[src/rtl/rtr_arb_pkg.sv]
// Shared types and helpers for the router output-port arbiter.
package rtr_arb_pkg;

  localparam int unsigned N_DEF  = 4;
  localparam int unsigned PW_DEF = 3;

  typedef enum logic {
    IDLE   = 1'b0,
    LOCKED = 1'b1
  } arb_state_e;

  // Index of the set bit in a one-hot vector (0 for an all-zero vector).
  function automatic int unsigned onehot_to_idx(input logic [31:0] oh);
    int unsigned idx;
    idx = 0;
    for (int i = 0; i < 32; i++) begin
      if (oh[i]) idx = unsigned'(i);
    end
    return idx;
  endfunction

endpackage

[src/rtl/rtr_rr_pick.sv]
// Round-robin first-one search: rotate the candidate mask so rr_ptr_i sits at
// bit 0, take the lowest set bit, then rotate the index back.
module rtr_rr_pick #(
  parameter int unsigned N  = 4,
  parameter int unsigned IW = (N > 1) ? $clog2(N) : 1
) (
  input  logic [N-1:0]  cand_i,
  input  logic [IW-1:0] rr_ptr_i,
  output logic [IW-1:0] idx_o,
  output logic          found_o
);

  logic [N-1:0] rot;
  logic         hit;
  int unsigned  off;
  int unsigned  sum;

  always_comb begin
    rot = N'({cand_i, cand_i} >> rr_ptr_i);
    off = 0;
    hit = 1'b0;
    for (int k = 0; k < N; k++) begin
      if (rot[k] && !hit) begin
        off = unsigned'(k);
        hit = 1'b1;
      end
    end
    sum = 32'(rr_ptr_i) + off;
    if (sum >= N) sum = sum - N;
    idx_o   = IW'(sum);
    found_o = hit;
  end

endmodule

[src/rtl/rtr_out_port_arbiter.sv]
// Packet-locked priority/round-robin arbiter for one router output port.
// Optional starvation guard enabled by defining RTR_ARB_STARVE_GUARD_EN.
module rtr_out_port_arbiter
  import rtr_arb_pkg::*;
#(
  parameter  int unsigned N            = N_DEF,
  parameter  int unsigned PW           = PW_DEF,
  parameter  int unsigned WAIT_W       = 4,
  parameter  int unsigned STARVE_LIMIT = 12,
  localparam int unsigned IW           = (N > 1) ? $clog2(N) : 1
) (
  input  logic          clk,
  input  logic          rst_n,
  input  logic [N-1:0]    req,
  input  logic [N*PW-1:0] prio,
  input  logic [N-1:0]    last,
  input  logic            out_ready,
  output logic [N-1:0]    gnt,
  output logic            gnt_valid,
  output logic [IW-1:0]   gnt_id,
  output logic            xfer
);

  if (STARVE_LIMIT >= (32'd1 << WAIT_W)) begin : g_cfg_check
    $error("STARVE_LIMIT must be below 2**WAIT_W");
  end

  arb_state_e    state_q, state_d;
  logic [N-1:0]  gnt_q, gnt_d;
  logic          gnt_valid_q, gnt_valid_d;
  logic [IW-1:0] gnt_id_q, gnt_id_d;
  logic [IW-1:0] rr_ptr_q, rr_ptr_d;

  logic [PW-1:0] max_prio;
  logic [N-1:0]  prio_cand;
  logic [N-1:0]  cand;
  logic [IW-1:0] win;
  logic          found;
  logic          decide;
  logic          rel;

  // Requesting channels that hold the highest priority value.
  always_comb begin
    max_prio = '0;
    for (int i = 0; i < N; i++) begin
      if (req[i] && (prio[i*PW +: PW] > max_prio)) max_prio = prio[i*PW +: PW];
    end
    for (int i = 0; i < N; i++) begin
      prio_cand[i] = req[i] && (prio[i*PW +: PW] == max_prio);
    end
  end

`ifdef RTR_ARB_STARVE_GUARD_EN
  logic [N-1:0][WAIT_W-1:0] wait_q, wait_d;
  logic [N-1:0]             starve;

  // Starving requesters override priority; counters move only on decisions.
  always_comb begin
    for (int i = 0; i < N; i++) begin
      starve[i] = req[i] && (wait_q[i] >= WAIT_W'(STARVE_LIMIT));
      wait_d[i] = wait_q[i];
      if (!req[i]) begin
        wait_d[i] = '0;
      end else if (decide) begin
        if (win == IW'(i)) wait_d[i] = '0;
        else if (wait_q[i] != {WAIT_W{1'b1}}) wait_d[i] = wait_q[i] + 1'b1;
      end
    end
  end

  assign cand = (|starve) ? starve : prio_cand;

  always_ff @(posedge clk or negedge rst_n) begin
    if (!rst_n) wait_q <= '0;
    else        wait_q <= wait_d;
  end
`else
  assign cand = prio_cand;
`endif

  rtr_rr_pick #(.N(N), .IW(IW)) u_pick (
    .cand_i   (cand),
    .rr_ptr_i (rr_ptr_q),
    .idx_o    (win),
    .found_o  (found)
  );

  assign xfer = gnt_valid_q & req[gnt_id_q] & out_ready;

  always_comb begin
    state_d     = state_q;
    gnt_d       = gnt_q;
    gnt_valid_d = gnt_valid_q;
    gnt_id_d    = gnt_id_q;
    rr_ptr_d    = rr_ptr_q;
    decide      = 1'b0;
    rel         = 1'b0;
    case (state_q)
      IDLE: begin
        if (found) begin
          decide      = 1'b1;
          gnt_d       = '0;
          gnt_d[win]  = 1'b1;
          gnt_id_d    = IW'(onehot_to_idx(32'(gnt_d)));
          gnt_valid_d = 1'b1;
          state_d     = LOCKED;
        end
      end
      LOCKED: begin
        // Abandon (request dropped) releases just like a transferred tail.
        rel = !req[gnt_id_q] || (xfer && last[gnt_id_q]);
        if (rel) begin
          gnt_d       = '0;
          gnt_valid_d = 1'b0;
          gnt_id_d    = '0;
          rr_ptr_d    = (gnt_id_q == IW'(N - 1)) ? '0 : gnt_id_q + 1'b1;
          state_d     = IDLE;
        end
      end
      default: begin
        state_d = IDLE;
      end
    endcase
  end

  always_ff @(posedge clk or negedge rst_n) begin
    if (!rst_n) begin
      state_q     <= IDLE;
      gnt_q       <= '0;
      gnt_valid_q <= 1'b0;
      gnt_id_q    <= '0;
      rr_ptr_q    <= '0;
    end else begin
      state_q     <= state_d;
      gnt_q       <= gnt_d;
      gnt_valid_q <= gnt_valid_d;
      gnt_id_q    <= gnt_id_d;
      rr_ptr_q    <= rr_ptr_d;
    end
  end

  assign gnt       = gnt_q;
  assign gnt_valid = gnt_valid_q;
  assign gnt_id    = gnt_id_q;

endmodule

[config.mk]
export PLATFORM = sky130hd
export DESIGN_NAME = rtr_out_port_arbiter
export DESIGN_NICKNAME = d
export VERILOG_FILES = /design/src/rtl/rtr_arb_pkg.sv /design/src/rtl/rtr_rr_pick.sv /design/src/rtl/rtr_out_port_arbiter.sv
export SDC_FILE = /design/constraint.sdc
export NUM_CORES = 1
export LEC_CHECK = 0
export ABC_CLOCK_PERIOD_IN_PS = 2000
export BUFFER_PORTS_ARGS = -buffer_cell sky130_fd_sc_hd__buf_4
export CAP_MARGIN = 20
export CORE_UTILIZATION = 25
export CTS_CLUSTER_SIZE = 20
export DETAILED_ROUTE_END_ITERATION = 8
export GPL_TIMING_DRIVEN = 0
export SLEW_MARGIN = 20
export SYNTH_ARGS = -nofsm -noshare
export SYNTH_HDL_FRONTEND = slang
export SYNTH_SLANG_ARGS = --single-unit
[constraint.sdc]
create_clock -name clk -period 2 [get_ports clk]
set_input_delay 0.2 -clock clk [delete_from_list [all_inputs] [get_ports clk]]
set_output_delay 0.2 -clock clk [all_outputs]
set_load 0.01 [all_outputs]
==> impl_metrics.tcl, run 1 <==
set metrics [dict create \
    relSlewSlack_pct 49.23 \
    drc 0 \
    drtAntennaViolNets 0 \
    wl_per_cell_um 14.62 \
    synth_area_leaders "dfrtp_1 (17%), ha_1 (9.5%), nand3_1 (7.3%)" \
    syn_nets 210 \
    grt_pass1_wl_um 7396 \
    peakVddDrop_uv 446.5 \
    path_clk_slew_ns 0.05 \
    grt_max_degree 11 \
    instances_no_fill 324 \
    clk_latency_ns 0.24 \
    die_area_um2 6099 \
    hold_violations 0 \
    utilization_pct 47.58 \
    criticalPathCategory "input pin to flip-flop" \
    leakage_nw 1.148 \
    synth_top_area_share_pct 17.29 \
    first_iter_violations 125 \
    cts_tree "done" \
    antenna_found_initial 0 \
    hold_path.class "input pin to asynchronous set/reset pin" \
    grt_use_total_pct 14.91 \
    final_nets 287 \
    core_area_um2 5540 \
    async_reset_ff_share_pct 100.0 \
    start_util_pct 26.13 \
    drt_first_pass_iters 4 \
    syn_inst 176 \
    synth_edf_count 0 \
    row_count 27 \
    syn-cell-area_um2 1448 \
    rsz0062_at_grt "yes" \
    synth-seq-cells 10 \
    gp_congestion 0.8410 \
    synth_area_per_cell_um2 8.225 \
    ys_top_cells_by_count "nand3_1 (21), nand2_1 (13), inv_1 (12)" \
    worstSetupStartpointType "input pin" \
    die_h_um 78.10 \
    status "finished, violations left" \
    viasPerCell 5.370 \
    dpl.hpwl_um 3084 \
    tightest_slew_ns 0.7616 \
    powerDensity_nw_per_um2 989.6 \
    cp_slowest_cell "a221o_1" \
    drive_gt1_share_pct 55.56 \
    ys.warnings.count 0 \
    whs_ns 0.3325 \
    p_total_w 0.002609 \
    yosysMostFrequentCell "nand3_1" \
    fin_crit_sh_pct 270.7 \
    cts.sinks 10 \
    cts_buffers 3 \
    num_antenna_cells 0 \
    clock_path_buffers 2 \
    dpl.cell_count 278 \
    yosysSeqAreaShare_pct 17.29 \
    routed_wl_um 4738 \
    setup_viol 8 \
    grt_overflow 0 \
    critPathMaxFanout 6 \
    slowest_delay_ns 0.33 \
    cp.arrival_ns 5.56 \
    root_buffer "clkbuf_8" \
    vias 1740 \
    worstRegToRegCells 9 \
    required_ns 2.15 \
    die_w_um 78.10 \
    port_buffers 30 \
    end_kind "flip-flop" \
    yosys.area.top_type "dfrtp_1" \
    max-cap-violations 0 \
    fmaxAchievable_mhz 184.7 \
    timing.final.ws_setup_ns -3.414 \
    crit_top_cell "ha_4" \
    grt_pass1_vias 1590 \
    finalMaxSlewViolations 0 \
    ios 31 \
    fin_skew_ns 0.002327 \
    synthFlopType "dfrtp_1" \
    ys_types 57 \
    area_growth_pct 82.11 \
    cts_max_level 1 \
    fin_crit_ns 5.414 \
    violations "negative setup slack" \
]
report_power, final:
| group | leakage, nW | total [W] | internal (W) | switching, W |
|---|---|---|---|---|
| clock | 0.0288 | 0.000254 | 0.000173 | 0.0000810 |
| sequential | 0.128 | 0.000367 | 0.000291 | 0.0000762 |
| combinational | 0.991 | 0.00199 | 0.000969 | 0.00102 |
worst max-delay path, delay by kind of cell:
family,cells,cell delay [ns]
AO/OA/AOI/OAI,11,2.16
AND/OR/NAND/NOR,8,1.35
multiplexers,1,0.25
XOR/XNOR,1,0.24
adder cells (fa/ha/maj),4,0.77
buffers and inverters,6,0.56
routing by layer:
layer / share of wire [%] / vias to the layer above / global-route usage [%]
met5: 0 / - / 0
met4: 2.5 / 0 / 3.889
met3: 4.6 / 14 / 2.209
met2: 48 / 58 / 24.91
met1: 45 / 829 / 19.99
li1: - / 839 / -
cell usage in the layout, fill, tap and decap left out, types with 4 or more instances in the layout:
cell,instances
nor2_1,4
nand2_1,10
clkbuf_8,4
buf_6,8
ha_4,8
o21ai_1,7
buf_4,62
a21o_1,5
xor2_1,5
dfrtp_1,10
inv_1,6
nand3_1,19
what timing repair did:
item / 4_1_cts / 5_1_grt
cloned: 0 / 1
setup buffers: 30 / 12
pin swaps: 29 / 28
endpoints found under the hold margin: 10 / 0
gates resized for setup: 35 / 27
hold buffers: 1 / 0
endpoints found under the setup margin: 8 / 9
final cells by class:
cell class	instances	area, µm²
inverter	12	57.56
multi-input combinational	148	1535
buffer	5	38.79
sequential	10	250.2
tap	72	90.09
fill	511	2904
clock buffer	4	55.05
timing repair buffer	73	609.3
kinds of logic (layout without fill, tap and decap cells):
family                   after synthesis  count (layout)  synth area share (%)
buffers and inverters                 18              94                 4.926
XOR/XNOR                              10              10                 6.050
adder cells (fa/ha/maj)               11              11                 9.507
flip-flops                            10              10                 17.29
multiplexers                           6               6                 5.964
AND/OR/NAND/NOR                       69              69                 26.02
AO/OA/AOI/OAI                         52              52                 30.25
path summary, 6_finish.rpt:
| kind | start | to | slack (ns) |
|---|---|---|---|
| max | req[0] | gnt_id[1] | -3.41 |
| min reg2reg | gnt[3] | gnt[3] | 0.52 |
| max reg2reg | rr_ptr_q[0] | gnt_id[1] | -0.33 |
| min in group clk | out_ready | rr_ptr_q[1] | 0.46 |
| min | rst_n | gnt_id[1] | 0.33 |
| max in group asynchronous | rst_n | state_q | 1.52 |
flip-flops by register name, indices dropped and copies added, names as in the netlist:
signal / cells
gnt: 4
gnt_id: 2
gnt_valid: 1
rr_ptr_q: 2
state_q: 1
through the flow:
step | instance area, µm² | TNS [ns] | worst slack, ns
floorplan | 1659 | -26.65 | -3.620
global placement | 1974 | -32.07 | -4.304
detailed placement | 1974 | -31.99 | -4.291
CTS | 2424 | -25.57 | -3.497
global route | 2636 | -27.29 | -3.698
finish | 2636 | -25.30 | -3.414
No activity file was read; power rests on OpenSTA's default activity.
==> run 2, diff against run 1 <==
--- a/config.mk
+++ b/config.mk
@@ -8,11 +8,12 @@
 export ABC_CLOCK_PERIOD_IN_PS = 2000
 export BUFFER_PORTS_ARGS = -buffer_cell sky130_fd_sc_hd__buf_4
 export CAP_MARGIN = 20
-export CORE_UTILIZATION = 25
+export CORE_UTILIZATION = 50
 export CTS_CLUSTER_SIZE = 20
 export DETAILED_ROUTE_END_ITERATION = 8
 export GPL_TIMING_DRIVEN = 0
-export SLEW_MARGIN = 20
+export PLACE_DENSITY = 0.77
+export REMOVE_ABC_BUFFERS = 1
 export SYNTH_ARGS = -nofsm -noshare
 export SYNTH_HDL_FRONTEND = slang
 export SYNTH_SLANG_ARGS = --single-unit
==> run 2 against run 1 <==
  * The flow still finishes with violations (negative setup slack)
  * Clock power shrank 43%
  * Via count grew 22%
  * Cell area shrank 5.5%
  * Flip-flop and latch count is the same
  * Power grew 2.3%
  * Non-clock buffer count shrank 10
  * Wire length grew 68%
  * First-iteration DRC count grew 120%
  * Largest cell class unchanged
  * Die area shrank 49%
  * Fmax shrank 8.3%
==> impl_metrics.tcl, run 2 (synthesis gave the netlist of run 1 again) <==
set metrics [dict create \
    num_antenna_cells 0 \
    drtAntennaViolNets 0 \
    cts_tree "done" \
    row_count 19 \
    ios 31 \
    grt_pass1_wl_um 9673 \
    wl_per_cell_um 29.26 \
    criticalPathCategory "input pin to flip-flop" \
    layout_commonest_cell "buf_4" \
    hold_violations 0 \
    cp_slowest_cell "a21boi_0" \
    grt_max_degree 14 \
    hold_path.class "input pin to asynchronous set/reset pin" \
    multi_input_area_um2 1541 \
    grt_pass1_vias 1962 \
    slowest_delay_ns 0.48 \
    start_util_pct 52.50 \
    setup_viol 8 \
    end_kind "flip-flop" \
    crit_buf_inv 5 \
    clock_path_buffers 2 \
    fin_crit_ns 5.904 \
    drive_gt1_share_pct 55.60 \
    port_buffers 30 \
    clk_latency_ns 0.28 \
    first_iter_violations 280 \
    violations "negative setup slack" \
    powerDensity_nw_per_um2 1071 \
    timing.final.ws_setup_ns -3.904 \
    max-cap-violations 0 \
    relSlewSlack_pct 61.62 \
    cts_buffers 3 \
    peakVddDrop_uv 1413 \
    die_w_um 55.81 \
    fin_skew_ns 0.01489 \
    r2r-start "rr_ptr_q[0]" \
    grt_overflow 0 \
    path_clk_slew_ns 0.07 \
    finalMaxSlewViolations 0 \
    tightest_slew_ns 0.5757 \
    cts.sinks 10 \
    r2r_slack_ns -0.36 \
    critPathMaxFanout 8 \
    cts_max_level 1 \
    status "finished, violations left" \
    crit_top_cell "ha_4" \
    area_growth_pct 72.08 \
    p_total_w 0.002669 \
    gp_congestion 0.8831 \
    rsz0062_at_grt "yes" \
    crit_family "compound AO/OA/AOI/OAI gates" \
    fin_crit_sh_pct 295.2 \
    antenna_found_initial 0 \
    leakage_nw 1.089 \
    seq_area_um2 250.2 \
    whs_ns 0.3309 \
    drt_first_pass_iters 8 \
    largest_reg_flops 4 \
    grt_use_total_pct 40.13 \
    reg2reg_to "gnt[3]" \
    layout.cells.most_common_list "buf_4 (58), nand3_1 (19), dfrtp_1 (10), nand2_1 (9), ha_4 (8)" \
    required_ns 2.20 \
    worstSetupStartpointType "input pin" \
    vias 2127 \
    die_area_um2 3114 \
    drc 0 \
    routed_wl_um 7960 \
    worstRegToRegCells 9 \
    core_area_um2 2758 \
    root_buffer "clkbuf_4" \
    viasPerCell 7.820 \
    dpl.hpwl_um 2890 \
    cp.arrival_ns 6.11 \
    utilization_pct 90.34 \
    fmaxAchievable_mhz 169.4 \
    final_nets 277 \
    n_fill_cell 95 \
    startpoint "prio[3]" \
    die_h_um 55.81 \
    tns_ns -28.57 \
]
[run 2: changes by cell type in the layout (fill, tap and decap cells not counted), moves of 2 or more]
cell,change
buf_12,+2
buf_4,-4
buf_6,-4
clkbuf_4,+3
clkbuf_8,-4
o21ai_0,+2
o21ai_1,-3
[run 2: power breakdown]
part	switching (W)	leakage, nW	internal (W)
clock network	0.0000751	0.0138	0.0000697
logic	0.00112	0.947	0.000952
registers	0.000163	0.128	0.000289
[run 2: how the worst max path moves through the flow]
stage	slack, ns	endpoint	cells past startpoint
after floorplan	-3.89	gnt[1]	27
after global placement	-4.58	gnt[1]	29
after detailed placement	-4.89	gnt[3]	28
after CTS	-3.40	gnt[3]	30
after global routing	-4.07	gnt[3]	28
final	-3.90	gnt[3]	28
[run 2: layout make-up]
class | instances | area share (%)
Sequential cell | 10 | 10.05
Clock buffer | 3 | 0.9041
Tap cell | 31 | 1.557
Multi-Input combinational cell | 148 | 61.88
Timing Repair Buffer | 68 | 23.51
Inverter | 12 | 2.109
[run 2: per-layer routing]
layer  track usage [%]  share of wire, %
met1             45.21                32
met2             67.64                43
met3             8.140                12
met4             27.86                12
met5                 0                 0
[run 2: timing repair]
| action | 4_1_cts | 5_1_grt |
|---|---|---|
| setup buffers | 27 | 10 |
| gates resized for setup | 69 | 21 |
| endpoints found under the hold margin | 10 | 0 |
| setup endpoints to repair | 8 | 9 |
| gates cloned | 0 | 0 |
| pin swaps | 32 | 10 |
| hold buffers | 1 | 0 |
[run 2: through the flow]
step                cells  cell area (µm²)  setup slack (ns)
floorplan             170             1421            -3.893
detailed placement    231             1685            -4.894
global route          272             2491            -4.072
CTS                   262             2305            -3.399
global placement      231             1685            -4.582
finish                272             2491            -3.904
[run 2: worst reg2reg max path, cell delays in order, from the launching register on]
cell and delay [ns]:
dfrtp_1 0.62, nor3_1 0.11, a311oi_1 0.30, a31oi_1 0.08, a221o_1 0.35, ha_4 0.22, xor2_4 0.18, nor3_4 0.23
o21ai_1 0.09, nand3_1 0.09
==> run 3, diff against run 2 <==
--- a/config.mk
+++ b/config.mk
@@ -5,14 +5,14 @@
 export SDC_FILE = /design/constraint.sdc
 export NUM_CORES = 1
 export LEC_CHECK = 0
-export ABC_CLOCK_PERIOD_IN_PS = 2000
+export ABC_CLOCK_PERIOD_IN_PS = 6200
 export BUFFER_PORTS_ARGS = -buffer_cell sky130_fd_sc_hd__buf_4
 export CAP_MARGIN = 20
-export CORE_UTILIZATION = 50
+export CORE_UTILIZATION = 51
 export CTS_CLUSTER_SIZE = 20
 export DETAILED_ROUTE_END_ITERATION = 8
 export GPL_TIMING_DRIVEN = 0
-export PLACE_DENSITY = 0.77
+export PLACE_DENSITY = 0.75
 export REMOVE_ABC_BUFFERS = 1
 export SYNTH_ARGS = -nofsm -noshare
 export SYNTH_HDL_FRONTEND = slang
==> constraint.sdc (replaced) <==
create_clock -name clk -period 6.2 [get_ports clk]
set_input_delay 0.62 -clock clk [delete_from_list [all_inputs] [get_ports clk]]
set_output_delay 0.62 -clock clk [all_outputs]
set_load 0.01 [all_outputs]
==> run 3 against run 2 <==
  * Worst setup slack improved by 3.9 ns
  * Non-clock buffer count fell by 18
  * Register-to-register slack improved by 4.3 ns
  * Highest routed layer unchanged
  * Sequential power fell by 69%
  * Clock skew fell by 0.013 ns
  * Count of clock-buffer cells in the layout rose by 1
  * The flow now finishes without violations
  * First-iteration DRC count fell by 62%
  * Combinational power fell by 75%
  * Hold slack got worse by 0.17 ns
==> impl_metrics.tcl, run 3 (synthesis gave the netlist of run 1 again) <==
set metrics [dict create \
    status "finished clean" \
    largest_reg_flops 4 \
    fin_crit_sh_pct 99.95 \
    peakVddDrop_uv 354.8 \
    layout.cells.most_common_list "buf_4 (49), nand3_1 (20), nand2_1 (12), inv_1 (10), dfrtp_1 (10)" \
    required_ns 6.34 \
    port_buffers 30 \
    cts_max_level 1 \
    max-cap-violations 0 \
    hold_path.class "input pin to asynchronous set/reset pin" \
    ios 31 \
    design_area_um2 2170 \
    cp.arrival_ns 6.34 \
    worstSetupStartpointType "input pin" \
    drive_gt1_share_pct 46.22 \
    fin_crit_ns 6.197 \
    hold_violations 0 \
    cts_buffers 3 \
    p_total_w 0.0007276 \
    die_area_um2 3055 \
    grt_overflow 0 \
    n_fill_cell 147 \
    tightest_slew_ns 0.5637 \
    cts_tree "done" \
    layout_commonest_cell "buf_4" \
    dpl.hpwl_um 3021 \
    start_util_pct 56.38 \
    clk_latency_ns 0.27 \
    vias 1802 \
    drtAntennaViolNets 0 \
    placed_cell_area_um2 1684 \
    first_iter_violations 106 \
    critPathMaxFanout 5 \
    end_kind "flip-flop" \
    core_area_um2 2567 \
    area_growth_pct 49.87 \
    viasPerCell 7.067 \
    finalMaxSlewViolations 0 \
    grt_pass1_vias 1536 \
    grt_use_total_pct 28.83 \
    die_w_um 55.28 \
    gp_congestion 0.9186 \
    grt_max_degree 14 \
    die_h_um 55.28 \
    powerDensity_nw_per_um2 335.4 \
    routed_wl_um 5167 \
    wl_per_cell_um 20.26 \
    final_nets 260 \
    row_count 18 \
    slowest_delay_ns 0.36 \
    antenna_found_initial 0 \
    num_antenna_cells 0 \
    clock_path_buffers 2 \
    cts.sinks 10 \
    drt_first_pass_iters 5 \
    path_clk_slew_ns 0.07 \
    setup_viol 0 \
    fin_skew_ns 0.001966 \
    fmaxAchievable_mhz 161.4 \
    cp_slowest_cell "nor4b_4" \
    cts_hold_buf 0 \
    whs_ns 0.1655 \
    criticalPathCategory "input pin to flip-flop" \
    relSlewSlack_pct 62.42 \
    grt_pass1_wl_um 7182 \
    leakage_nw 0.9623 \
    root_buffer "clkbuf_4" \
    drc 0 \
]
==> run 3: changes by cell type in the layout (fill, tap and decap cells not counted), moves of 3 or more <==
cell     previous run  this run
buf_4              58        49
buf_12              4         1
ha_1                1         4
buf_6               4         0
inv_1               6        10
nand2_1             9        12
==> run 3: metrics by stage <==
step	TNS, ns	util (%)	worst slack [ns]	instances
after floorplan	-0.4643	-	-0.1132	170
after global placement	-4.536	65.59	-0.7774	230
after detailed placement	-6.053	65.59	-0.9995	230
after CTS	0	75.19	0.002061	242
after global routing	-0.8494	84.50	-0.1899	255
final	0	84.50	0.003336	255
==> run 3: final timing paths <==
check,from,slack (ns),depth (start not counted),end
max in group asynchronous,rst_n,5.89,1,gnt[3]
max,req[0],0.003,30,gnt[2]
min reg2reg,gnt[0],0.51,2,gnt[0]
min in group clk,gnt[0],0.51,2,gnt[0]
max reg2reg,rr_ptr_q[0],3.92,9,gnt[1]
min,rst_n,0.17,1,gnt[0]
==> run 3: layout make-up <==
type                       instances  area (µm²)  share of cell area, %
multi-input combinational        149        1413                  65.11
timing repair buffer              50       387.9                  17.88
sequential                        10       250.2                  11.53
inverter                          12       45.04                  2.076
tap                               30       37.54                  1.730
clock buffer                       4       36.28                  1.672
==> run 3: routing by layer <==
layer | wire [µm] | GRT usage [%] | vias to the layer above | part of all wire [%]
met5 | 0 | 0 | - | 0
met4 | 155 | 6.429 | 0 | 3.0
met3 | 570 | 3.044 | 20 | 11
met2 | 2449 | 47.16 | 156 | 47
met1 | 1992 | 41.00 | 840 | 39
li1 | - | - | 786 | -
==> run 3: report_power, final <==
group	leakage, nW	total [W]	switching [W]	internal, W
combinational	0.813	0.000527	0.000286	0.000241
sequential	0.128	0.000141	0.0000481	0.0000932
clock	0.0210	0.0000593	0.0000236	0.0000357
total	0.962	0.000728	0.000357	0.000370
==> run 3: worst max-delay path, delay by kind of cell <==
family	cells	cell delay, ns
mux	1	0.30
buf+inv	5	0.62
fa+ha+maj	4	0.94
compound gates	10	2.15
xor+xnor	1	0.21
simple gates	9	1.47
==> run 3: repair_timing <==
action / CTS / global route
setup buffers: 8 / 11
pin swaps: 3 / 19
gates cloned: 0 / 1
setup endpoints to repair: 7 / 6
gates resized for setup: 24 / 25
